--- src/rtl/reg_decoder_seq_if.sv ---
// Control/status bundle for reg_decoder_seq.
//   master: drives en, clr, load, sel, step, dir; observes out, idx, valid, wrap, at_end
//   slave : the decoder side
interface reg_decoder_seq_if #(
  parameter int unsigned SEL_W = 2
) ();
  localparam int unsigned N = 1 << SEL_W;

  logic             en;
  logic             clr;
  logic             load;
  logic [SEL_W-1:0] sel;
  logic             step;
  logic             dir;
  logic [N-1:0]     out;
  logic [SEL_W-1:0] idx;
  logic             valid;
  logic             wrap;
  logic             at_end;

  modport master (
    output en, clr, load, sel, step, dir,
    input  out, idx, valid, wrap, at_end
  );

  modport slave (
    input  en, clr, load, sel, step, dir,
    output out, idx, valid, wrap, at_end
  );
endinterface

--- src/rtl/reg_decoder_seq.sv ---
// Registered one-hot decoder with load, clear and up/down stepping.
//   clk   : rising-edge clock
//   rst   : synchronous active-high reset
//   bus   : reg_decoder_seq_if slave
//           in : en, clr, load, sel, step, dir
//           out: out (one-hot, registered), idx, valid, wrap (registered),
//                at_end (combinational from idx, dir, valid)
// The interface instance must use the same SEL_W as this module.
module reg_decoder_seq #(
  parameter int unsigned SEL_W   = 2,
  parameter bit          WRAP_EN = 1'b1
) (
  input  logic               clk,
  input  logic               rst,
  reg_decoder_seq_if.slave   bus
);
  localparam int unsigned    N       = 1 << SEL_W;
  localparam logic [SEL_W-1:0] IDX_MAX = SEL_W'(N - 1);

  typedef enum logic {
    IDLE   = 1'b0,
    ACTIVE = 1'b1
  } state_t;

  state_t           state_q, state_d;
  logic [SEL_W-1:0] idx_q, idx_d;
  logic             wrap_q, wrap_d;
  logic [N-1:0]     out_q, out_d;
  logic             at_top, at_bot;

  assign at_top = (idx_q == IDX_MAX);
  assign at_bot = (idx_q == '0);

  // State and output registers
  always_ff @(posedge clk) begin
    if (rst) begin
      state_q <= IDLE;
      idx_q   <= '0;
      wrap_q  <= 1'b0;
      out_q   <= '0;
    end else begin
      state_q <= state_d;
      idx_q   <= idx_d;
      wrap_q  <= wrap_d;
      out_q   <= out_d;
    end
  end

  // Next state: en gates everything, then clr > load > step
  always_comb begin
    state_d = state_q;
    idx_d   = idx_q;
    wrap_d  = 1'b0;
    out_d   = '0;

    if (bus.en) begin
      if (bus.clr) begin
        state_d = IDLE;
        idx_d   = '0;
      end else if (bus.load) begin
        state_d = ACTIVE;
        idx_d   = bus.sel;
      end else if (bus.step && (state_q == ACTIVE)) begin
        if (bus.dir) begin
          if (!at_top) begin
            idx_d = idx_q + SEL_W'(1);
          end else if (WRAP_EN) begin
            idx_d  = '0;
            wrap_d = 1'b1;
          end
        end else begin
          if (!at_bot) begin
            idx_d = idx_q - SEL_W'(1);
          end else if (WRAP_EN) begin
            idx_d  = IDX_MAX;
            wrap_d = 1'b1;
          end
        end
      end
    end

    // Output register is loaded with the decode of the next index
    if (state_d == ACTIVE) begin
      out_d[idx_d] = 1'b1;
    end
  end

  assign bus.out    = out_q;
  assign bus.idx    = idx_q;
  assign bus.valid  = (state_q == ACTIVE);
  assign bus.wrap   = wrap_q;
  assign bus.at_end = (state_q == ACTIVE) && (bus.dir ? at_top : at_bot);
endmodule

--- src/flat_wrapper.sv ---
// flat-port wrapper written by rule: the top's interface ports become plain ports
module reg_decoder_seq_flat 
#(
  parameter int unsigned SEL_W   = 2,
  parameter bit          WRAP_EN = 1'b1
)
  (clk, rst, bus_en, bus_clr, bus_load, bus_sel, bus_step, bus_dir, bus_out, bus_idx, bus_valid, bus_wrap, bus_at_end);
  reg_decoder_seq_if #(.SEL_W(SEL_W)) bus_i ();
  input  logic clk;
  input  logic rst;
  input wire logic [$bits(bus_i.en)-1:0] bus_en;
  input wire logic [$bits(bus_i.clr)-1:0] bus_clr;
  input wire logic [$bits(bus_i.load)-1:0] bus_load;
  input wire logic [$bits(bus_i.sel)-1:0] bus_sel;
  input wire logic [$bits(bus_i.step)-1:0] bus_step;
  input wire logic [$bits(bus_i.dir)-1:0] bus_dir;
  output wire logic [$bits(bus_i.out)-1:0] bus_out;
  output wire logic [$bits(bus_i.idx)-1:0] bus_idx;
  output wire logic [$bits(bus_i.valid)-1:0] bus_valid;
  output wire logic [$bits(bus_i.wrap)-1:0] bus_wrap;
  output wire logic [$bits(bus_i.at_end)-1:0] bus_at_end;
  assign bus_i.en = bus_en;
  assign bus_i.clr = bus_clr;
  assign bus_i.load = bus_load;
  assign bus_i.sel = bus_sel;
  assign bus_i.step = bus_step;
  assign bus_i.dir = bus_dir;
  assign bus_out = bus_i.out;
  assign bus_idx = bus_i.idx;
  assign bus_valid = bus_i.valid;
  assign bus_wrap = bus_i.wrap;
  assign bus_at_end = bus_i.at_end;
  reg_decoder_seq #(.SEL_W(SEL_W), .WRAP_EN(WRAP_EN)) u_core (.clk(clk), .rst(rst), .bus(bus_i));
endmodule
--- config.mk ---
export PLATFORM = sky130hd
export DESIGN_NAME = reg_decoder_seq_flat
export DESIGN_NICKNAME = d
export VERILOG_FILES = /design/src/rtl/reg_decoder_seq_if.sv /design/src/rtl/reg_decoder_seq.sv /design/src/flat_wrapper.sv
export SDC_FILE = /design/constraint.sdc
export NUM_CORES = 1
export LEC_CHECK = 0
export CORE_AREA = 2 2 39 41
export DETAILED_ROUTE_END_ITERATION = 8
export DIE_AREA = 0 0 41 43
export DONT_BUFFER_PORTS = 1
export PLACE_DENSITY = 0.48
export REMOVE_ABC_BUFFERS = 1
export SETUP_SLACK_MARGIN = 0.4
export SYNTH_ARGS = -nofsm -noshare
export SYNTH_HDL_FRONTEND = slang
export SYNTH_SLANG_ARGS = --single-unit
--- constraint.sdc ---
create_clock -name clk -period 4 [get_ports clk]
set_input_delay 0.4 -clock clk [delete_from_list [all_inputs] [get_ports clk]]
set_output_delay 0.4 -clock clk [all_outputs]
set_load 0.01 [all_outputs]
Word-level counts from Yosys, hierarchy flattened
Cells that the tools add are included.
W data, S select, Z words.
{"block": "totals", "reg_bits": 8, "inputBits": 9, "out_inout_bits": 9, "word_cells": 34}
{"block": "classes", "add_sub_neg": 2, "magnitude_cmp": 2, "n_eq_ne": 1, "n_mux": 16, "n_bitwise": 3, "reduce_logical": 6}
{"op": "$mux W2", "count": 7}
{"op": "$mux W1", "count": 8}
{"op": "$reduce_or A5 Y1", "count": 1}
{"op": "$logic_and A1 B1 Y1", "count": 3}
{"op": "$lt A2 B3 Y1 const B", "count": 1}
{"op": "$not A1 Y1", "count": 3}
{"op": "$add A2 B1 Y2 const B", "count": 1}
{"op": "$demux W1 S2", "count": 1}
{"op": "$eq A2 B2 Y1 const B", "count": 1}
{"op": "$ge A2 B1 Y1 const B", "count": 1}
{"op": "$logic_not A2 Y1", "count": 1}
{"op": "$reduce_or A2 Y1", "count": 1}
{"op": "$sub A2 B1 Y2 const B", "count": 1}

Longest topological paths before layout
Gate-level depths: netlist of run 1.
{"block": "depth", "depth_word": 11, "mapped_depth": 6, "depth_no_buf": 6}

Worst setup path after synthesis of run 1
OpenSTA, ideal clock, no wires.
{"block": "synth_path", "path_kind": "flip-flop to flip-flop", "startpoint": "register u_core.idx_q[0] (netlist: u_core.bus.idx[0])", "endpoint": "register u_core.out_q[0] (netlist: u_core.bus.out[0])", "setup_ns": 0.116, "arrival_ns": 1.505, "required_time_ns": 3.884, "slack_ns": 2.379, "stages_incl_launch_ff": 7, "path_buffers": 0, "period_less_slack_ns": 1.621, "path_cell_list": "dfxtp_1 inv_1 ha_1 xnor2_1 a21oi_1 o32a_2 and3_1"}
{"block": "synth_between", "elab_chain_len": 11, "word_cells_on_any_way": 16, "classes_between": "add/sub: 2; order compare: 2; eq/ne: 1; mux: 9; reduce/logical: 2"}
{"item": "start, declared", "line": "reg_decoder_seq.sv:26", "rtl": "logic [SEL_W-1:0] idx_q, idx_d;"}
{"item": "start signal, assigned", "line": "reg_decoder_seq.sv:43", "rtl": "idx_q <= idx_d;"}
{"item": "$sub A2 B1 Y2, or another cell as far along", "line": "reg_decoder_seq.sv:73", "rtl": "idx_d = idx_q - SEL_W'(1);"}
{"item": "$mux W2 (on tied branches)", "line": "reg_decoder_seq.sv:72, reg_decoder_seq.sv:65"}
{"item": "$mux W2", "line": "reg_decoder_seq.sv:64", "rtl": "if (bus.dir) begin"}
{"item": "$mux W2", "line": "reg_decoder_seq.sv:63", "rtl": "end else if (bus.step && (state_q == ACTIVE)) begin"}
{"item": "$mux W2", "line": "reg_decoder_seq.sv:60", "rtl": "end else if (bus.load) begin"}
{"item": "$mux W2", "line": "reg_decoder_seq.sv:57", "rtl": "if (bus.clr) begin"}
{"item": "$mux W2 *", "line": "reg_decoder_seq.sv:56", "rtl": "if (bus.en) begin"}
{"item": "$lt A2 B3 Y1 (implied by the code) or $ge A2 B1 Y1 (tied branches)", "line": "reg_decoder_seq.sv:84", "rtl": "out_d[idx_d] = 1'b1;"}
{"item": "$logic_and A1 B1 Y1 (implied by the code)", "line": "reg_decoder_seq.sv:84"}
{"item": "$mux W1 (implied by the code)", "line": "reg_decoder_seq.sv:84"}
{"item": "$demux W1 S2 *"}
{"item": "end signal, assigned", "line": "reg_decoder_seq.sv:45", "rtl": "out_q <= out_d;"}
{"item": "end, declared", "line": "reg_decoder_seq.sv:28", "rtl": "logic [N-1:0] out_q, out_d;"}
Every way passes the cells marked *; elsewhere a longest branch is shown, timed or not.
A chain may end at the register's enable or synchronous reset.

Worst setup path in the final report of run 1
Ends and elaborated chain as after synthesis.

==> results of run 1 <==
-- kinds of logic after synthesis --
| kind of cell | count (synthesis) | share of synthesized area, % |
|---|---|---|
| AO/OA/AOI/OAI | 8 | 18.6 |
| buffers and inverters | 3 | 3.05 |
| XOR/XNOR | 1 | 2.37 |
| multiplexers | 1 | 2.71 |
| adder cells (fa/ha/maj) | 2 | 6.78 |
| flip-flops | 8 | 43.4 |
| AND/OR/NAND/NOR | 13 | 23.1 |
-- metal layers --
layer	up-vias	part of all wire (%)
li1	136	-
met1	122	40
met2	14	47
met3	2	12
met4	0	1.1
met5	-	0
-- path summary, 6_finish.rpt --
check | startpoint | to
max | u_core.bus.idx[0]$_SDFF_PP0_ | u_core.bus.out[0]$_SDFF_PP0_
min | rst | u_core.bus.idx[0]$_SDFF_PP0_
max reg2reg | u_core.bus.idx[0]$_SDFF_PP0_ | u_core.bus.out[0]$_SDFF_PP0_
min reg2reg | u_core.bus.idx[1]$_SDFF_PP0_ | u_core.bus.idx[1]$_SDFF_PP0_
-- worst reg2reg max path: cells and delay by family, from the launching register on --
family                   cells  cell delay (ns)
AND/OR/NAND/NOR              1             0.18
AO/OA/AOI/OAI                2             0.49
flip-flops                   1             0.46
XOR/XNOR                     1             0.15
buffers and inverters        1             0.08
adder cells (fa/ha/maj)      1             0.31
-- layout by cell type (no fill, tap or decap) --
cell type,count
a211o_1,1
a21oi_1,2
a22oi_1,1
a2bb2oi_2,1
and2_0,1
and3_1,1
and3_2,1
clkbuf_4,3
dfxtp_1,8
ha_1,2
inv_1,3
mux2i_1,1
nand2b_1,1
nor2_1,3
nor2b_1,2
nor3_1,1
nor3_2,1
nor3b_1,1
nor3b_2,1
o31a_1,1
o31ai_1,1
o32a_2,1
xnor2_1,1
-- power by group --
part           internal (W)  switching, W  total [W]  leakage, nW
clock network     0.0000342     0.0000254  0.0000596       0.0138
registers         0.0000820    0.00000279  0.0000848       0.0649
logic            0.00000772    0.00000771  0.0000154       0.0840
total              0.000124     0.0000359   0.000160        0.163
-- area by class of cell --
class	count	area, sq um
fill	150	972
multi-input combinational	25	198
sequential	8	160
clock buffer	3	22.5
tap	16	20.0
inverter	3	11.3
-- registers in the layout (all words and copies together), names as in the netlist --
register,flops
u_core.bus.wrap,1
u_core.bus.out,4
u_core.bus.idx,2
u_core.bus.valid,1
-- through the flow --
stage | cell area (sq um) | utilization [%] | total power, W | worst slack, ns
3_3_place_gp | 389 | 28.1 | 0.000101 | 2.31
3_5_place_dp | 389 | 28.1 | 0.000102 | 2.22
6_report | 412 | 29.7 | 0.000160 | 2.22
5_1_grt | 412 | 29.7 | 0.000169 | 2.14
4_1_cts | 412 | 29.7 | 0.000164 | 2.21
2_1_floorplan | 369 | - | 0.0000991 | 2.38
==> out/qor.yml, run 1 <==
synth_enable_flop_cells: 0
cp.depth: 6
place.gp.congestion: 0.560
cts_tree: "yes"
initial_utilization_pct: 26.7
place_inst: 52
fin_tns_setup_ns: 0
critPathTopFamily: "compound AO/OA/AOI/OAI gates"
postCtsSetupRepairBufs: 0
hold_ws_ns: 0.217
r2r_cells: 6
hold_depth: 1
syn_inst: 36
yosysUniqueCellTypes: 22
p_leak_nw: 0.163
first_global_vias: 313
arrival_ns: 1.91
grt-ovfl-total: 0
antenna_left: 0
cp_cell_sequence: "inv_1, ha_1, xnor2_1, a21oi_1, o32a_2, and3_1"
dr.pass1.iters: 2
stdcell_count: 55
clkTransAtPathRegs_ns: 0.05
wl_um: 797
cp.required_ns: 4.14
use_met3_pct: 5.76
clock_skew_ns: 0.00229
setup_violations: 0
insertion_delay_ns: 0.24
dieWidth_um: 41
grt_pass1_wl_um: 1240
grt.met2_usage_pct: 16.3
post-route-min-period_ns: 1.78
core_sq_um: 1380
final_hold_viol_count: 0
cts_buffers: 3
cts_resized: 0
vias: 274
slowest_delay_ns: 0.46
grt_max_degree: 8
synth_top_area_share_pct: 43.4
num_io_pins: 18
drive_gt1_share_pct: 20.5
rows: 14
route.detailed.drc: 0
synth-main-ff-cell: "dfxtp_1"
yosysSeqAreaShare_pct: 43.4
yosysWarnings: 0
hold_path_class: "primary input to register"
crit_type: "register to register"
yosysMostFrequentCell: "dfxtp_1"
yosysTopAreaCell: "dfxtp_1"
synth_area_leaders: "dfxtp_1, ha_1, a2bb2oi_2, nor2b_1, nor3b_2"
rsz0062_at_grt: "no"
wl_per_cell_um: 14.5
top_usage_layer: "met2"
grtUsageTotal_pct: 10.8
die-height_um: 43
outcome: "finished clean"
cp-start-kind: "register"
relSlewSlack_pct: 82.3
postSynthAreaPerCell_sq_um: 10.3
slowest_stage: "dfxtp_1"
dr.first_iter.drc_count: 6
synthesis.area_sq_um: 369
diodes: 0
report.final.slew_viol_count: 0
synthToLayoutAreaGrowth_pct: 11.5
cts-root-buf: "clkbuf_4"
post-route-period-util_pct: 44.4
max_cap_viol_count: 0
port_buffers: 0
critical_path_buf_inv_count: 1
avgViaCountPerCell: 4.98
worstMarginPinSlew_ns: 0.264
worstSetupEndpointType: "register"
ctsHoldBuffers: 0
powerDensity_nw_per_um2: 388
ys_seq_elements: 8
cts.path.max_buffers: 2
clkSinkCount: 8
dieArea_sq_um: 1760
h-tree-depth: 1
layout.nets: 52
r2r_slack_ns: 2.22
critPathMaxFanout: 5
synth_common_cells: "dfxtp_1, inv_1, nor2_1"
antenna_found_initial: 0
ys_async_sr_fraction_pct: 0
fmax_mhz: 563
grt_use_met1_pct: 11.4
peakVddDrop_mv: 0.115
Note: power is estimated with default switching activity, not from simulation.
==> inputs of run 2 (changes only) <==
Settings changed: ABC_AREA set to 1, PLACE_DENSITY 0.48 to 0.51.
Clock period 4 ns to 1.76 ns, I/O delays scaled along.
==> out/qor.yml, run 2 <==
antenna_found_initial: 0
die-height_um: 43
rows: 14
p_leak_nw: 0.228
power.total_w: 0.000371
clkSinkCount: 8
dp_hpwl_um: 682
synth_common_cells: "nand2_1, inv_1, nor2_1"
fin_util_pct: 36.3
r2r_cells: 10
powerDensity_nw_per_um2: 740
yosysUniqueCellTypes: 13
cts_buffers: 3
hold_depth: 1
first_global_vias: 352
hold_path_class: "primary input to register"
clkTransAtPathRegs_ns: 0.05
postSynthAreaPerCell_sq_um: 6.90
synth-main-ff-cell: "dfxtp_1"
layout_common_cells: "nand2_1, inv_1, nor2_1, dfxtp_1, nand3_1"
r2r_slack_ns: 0.53
fmax_mhz: 770
synthToLayoutAreaGrowth_pct: 25.3
crit_type: "register to output port"
outcome: "finished clean"
core_sq_um: 1380
clock_skew_ns: 0.00311
r2r_start: "u_core.bus.idx[0]$_SDFF_PP0_"
diodes: 0
wl_per_cell_um: 10.8
ys_async_sr_fraction_pct: 0
dr.first_iter.drc_count: 13
initial_utilization_pct: 28.9
post-route-period-util_pct: 73.8
h-tree-depth: 1
holdPathEnd: "u_core.bus.valid$_SDFF_PP0_"
cts_tree: "yes"
placed_area_sq_um: 428
avgViaCountPerCell: 4.54
layout_commonest_cell: "nand2_1"
cts.path.max_buffers: 2
final_cell_area_sq_um: 502
r2r-end: "u_core.bus.out[3]$_SDFF_PP0_"
fin_tns_setup_ns: 0
route.detailed.drc: 0
worstSetupEndpointType: "output port"
synth_area_leaders: "dfxtp_1, nand2_1, inv_1, nor2_1, ha_1"
vias: 359
layout.nets: 76
dieWidth_um: 41
report.final.slew_viol_count: 0
setup_violations: 0
grtUsageTotal_pct: 10.6
synth_enable_flop_cells: 0
grt-ovfl-total: 0
rsz0062_at_grt: "no"
yosysMostFrequentCell: "nand2_1"
min_from: "bus_clr"
dr.pass1.iters: 4
yosysSeqAreaShare_pct: 40.0
critPathLaunch: "u_core.bus.idx[1]$_SDFF_PP0_"
cp-start-kind: "register"
relSlewSlack_pct: 77.6
num_io_pins: 18
place.gp.congestion: 0.767
grt_max_degree: 6
cts-root-buf: "clkbuf_4"
dieArea_sq_um: 1760
worstMarginPinSlew_ns: 0.332
port_buffers: 0
arrival_ns: 1.12
antenna_left: 0
largest_reg_flops: 4
cp.required_ns: 1.58
wl_um: 857
yosysWarnings: 0
synth_top_area_share_pct: 40.0
post-route-min-period_ns: 1.30
peakVddDrop_mv: 0.247
insertion_delay_ns: 0.24
syn_inst: 58
critPathMaxFanout: 4
ys_seq_elements: 8
final_hold_viol_count: 0
yosysTopAreaCell: "dfxtp_1"
synthesis.area_sq_um: 400
drive_gt1_share_pct: 23.8
max_cap_viol_count: 0
hold_ws_ns: 0.0345
grt_pass1_wl_um: 1240
==> run 2: cell types whose count changed after synthesis, sizes merged, moves of 2 or more <==
cell / delta
nand3: +4
inv: +8
a21oi: +2
nor2b: -2
nor3b: -2
and3: -2
nand2: +15
nor2: +7
==> run 2: how the worst max path moves through the flow <==
stage | endpoint | slack (ns) | depth (start not counted)
after floorplan | u_core.bus.out[3]$_SDFF_PP0_ | 0.46 | 10
after global placement | u_core.bus.out[3]$_SDFF_PP0_ | 0.33 | 10
after detailed placement | u_core.bus.out[3]$_SDFF_PP0_ | 0.32 | 10
after CTS | u_core.bus.out[3]$_SDFF_PP0_ | 0.41 | 10
after global routing | bus_at_end | 0.41 | 4
final | bus_at_end | 0.46 | 4
==> run 2: final cells by class <==
class,instances,area (sq um)
sequential,8,164
inverter,11,41.3
tap,16,20.0
multi-input combinational,39,236
timing repair buffer,2,17.5
clock buffer,3,22.5
fill,147,882
==> run 2: cells by family after synthesis <==
| group | Yosys count | share of synthesized area (%) |
|---|---|---|
| AOI/OAI and AO/OA | 5 | 8.12 |
| and+or+nand+nor | 31 | 32.8 |
| muxes | 1 | 2.50 |
| buffers and inverters | 11 | 10.3 |
| adders and majority gates | 2 | 6.25 |
| DFF | 8 | 40.0 |
==> run 2: power by group <==
| part | internal [W] | switching, W | leakage (nW) |
|---|---|---|---|
| clock network | 0.0000774 | 0.0000532 | 0.0138 |
| registers | 0.000186 | 0.00000512 | 0.0657 |
| logic | 0.0000212 | 0.0000284 | 0.149 |
==> run 2: layer usage <==
| layer | track usage (%) | vias up | part of all wire, % |
|---|---|---|---|
| met5 | 0 | - | 0 |
| met4 | 4.00 | 0 | 0 |
| met3 | 4.71 | 0 | 3.7 |
| met2 | 17.8 | 13 | 55 |
| met1 | 10.9 | 157 | 41 |
| li1 | - | 189 | - |
==> run 2: critical path, stage by stage, from the launching register on <==
cell and delay (ns):
dfxtp_1 0.31, buf_4 0.15, ha_2 0.18, mux2i_4 0.17, nor2_4 0.07
==> run 2: per-stage QoR <==
stage                     worst slack (ns)  instances
final                                0.461         79
after global placement               0.327         75
after CTS                            0.414         79
after floorplan                      0.455         58
after global routing                 0.409         79
after detailed placement             0.322         75
==> run 2: timing repair <==
action,in CTS,in global routing
cloned,0,0
gates resized for setup,2,8
setup buffers,0,0
setup endpoints to repair,5,6
hold endpoints to repair,2,0
hold buffers,1,0
pin swaps,0,2
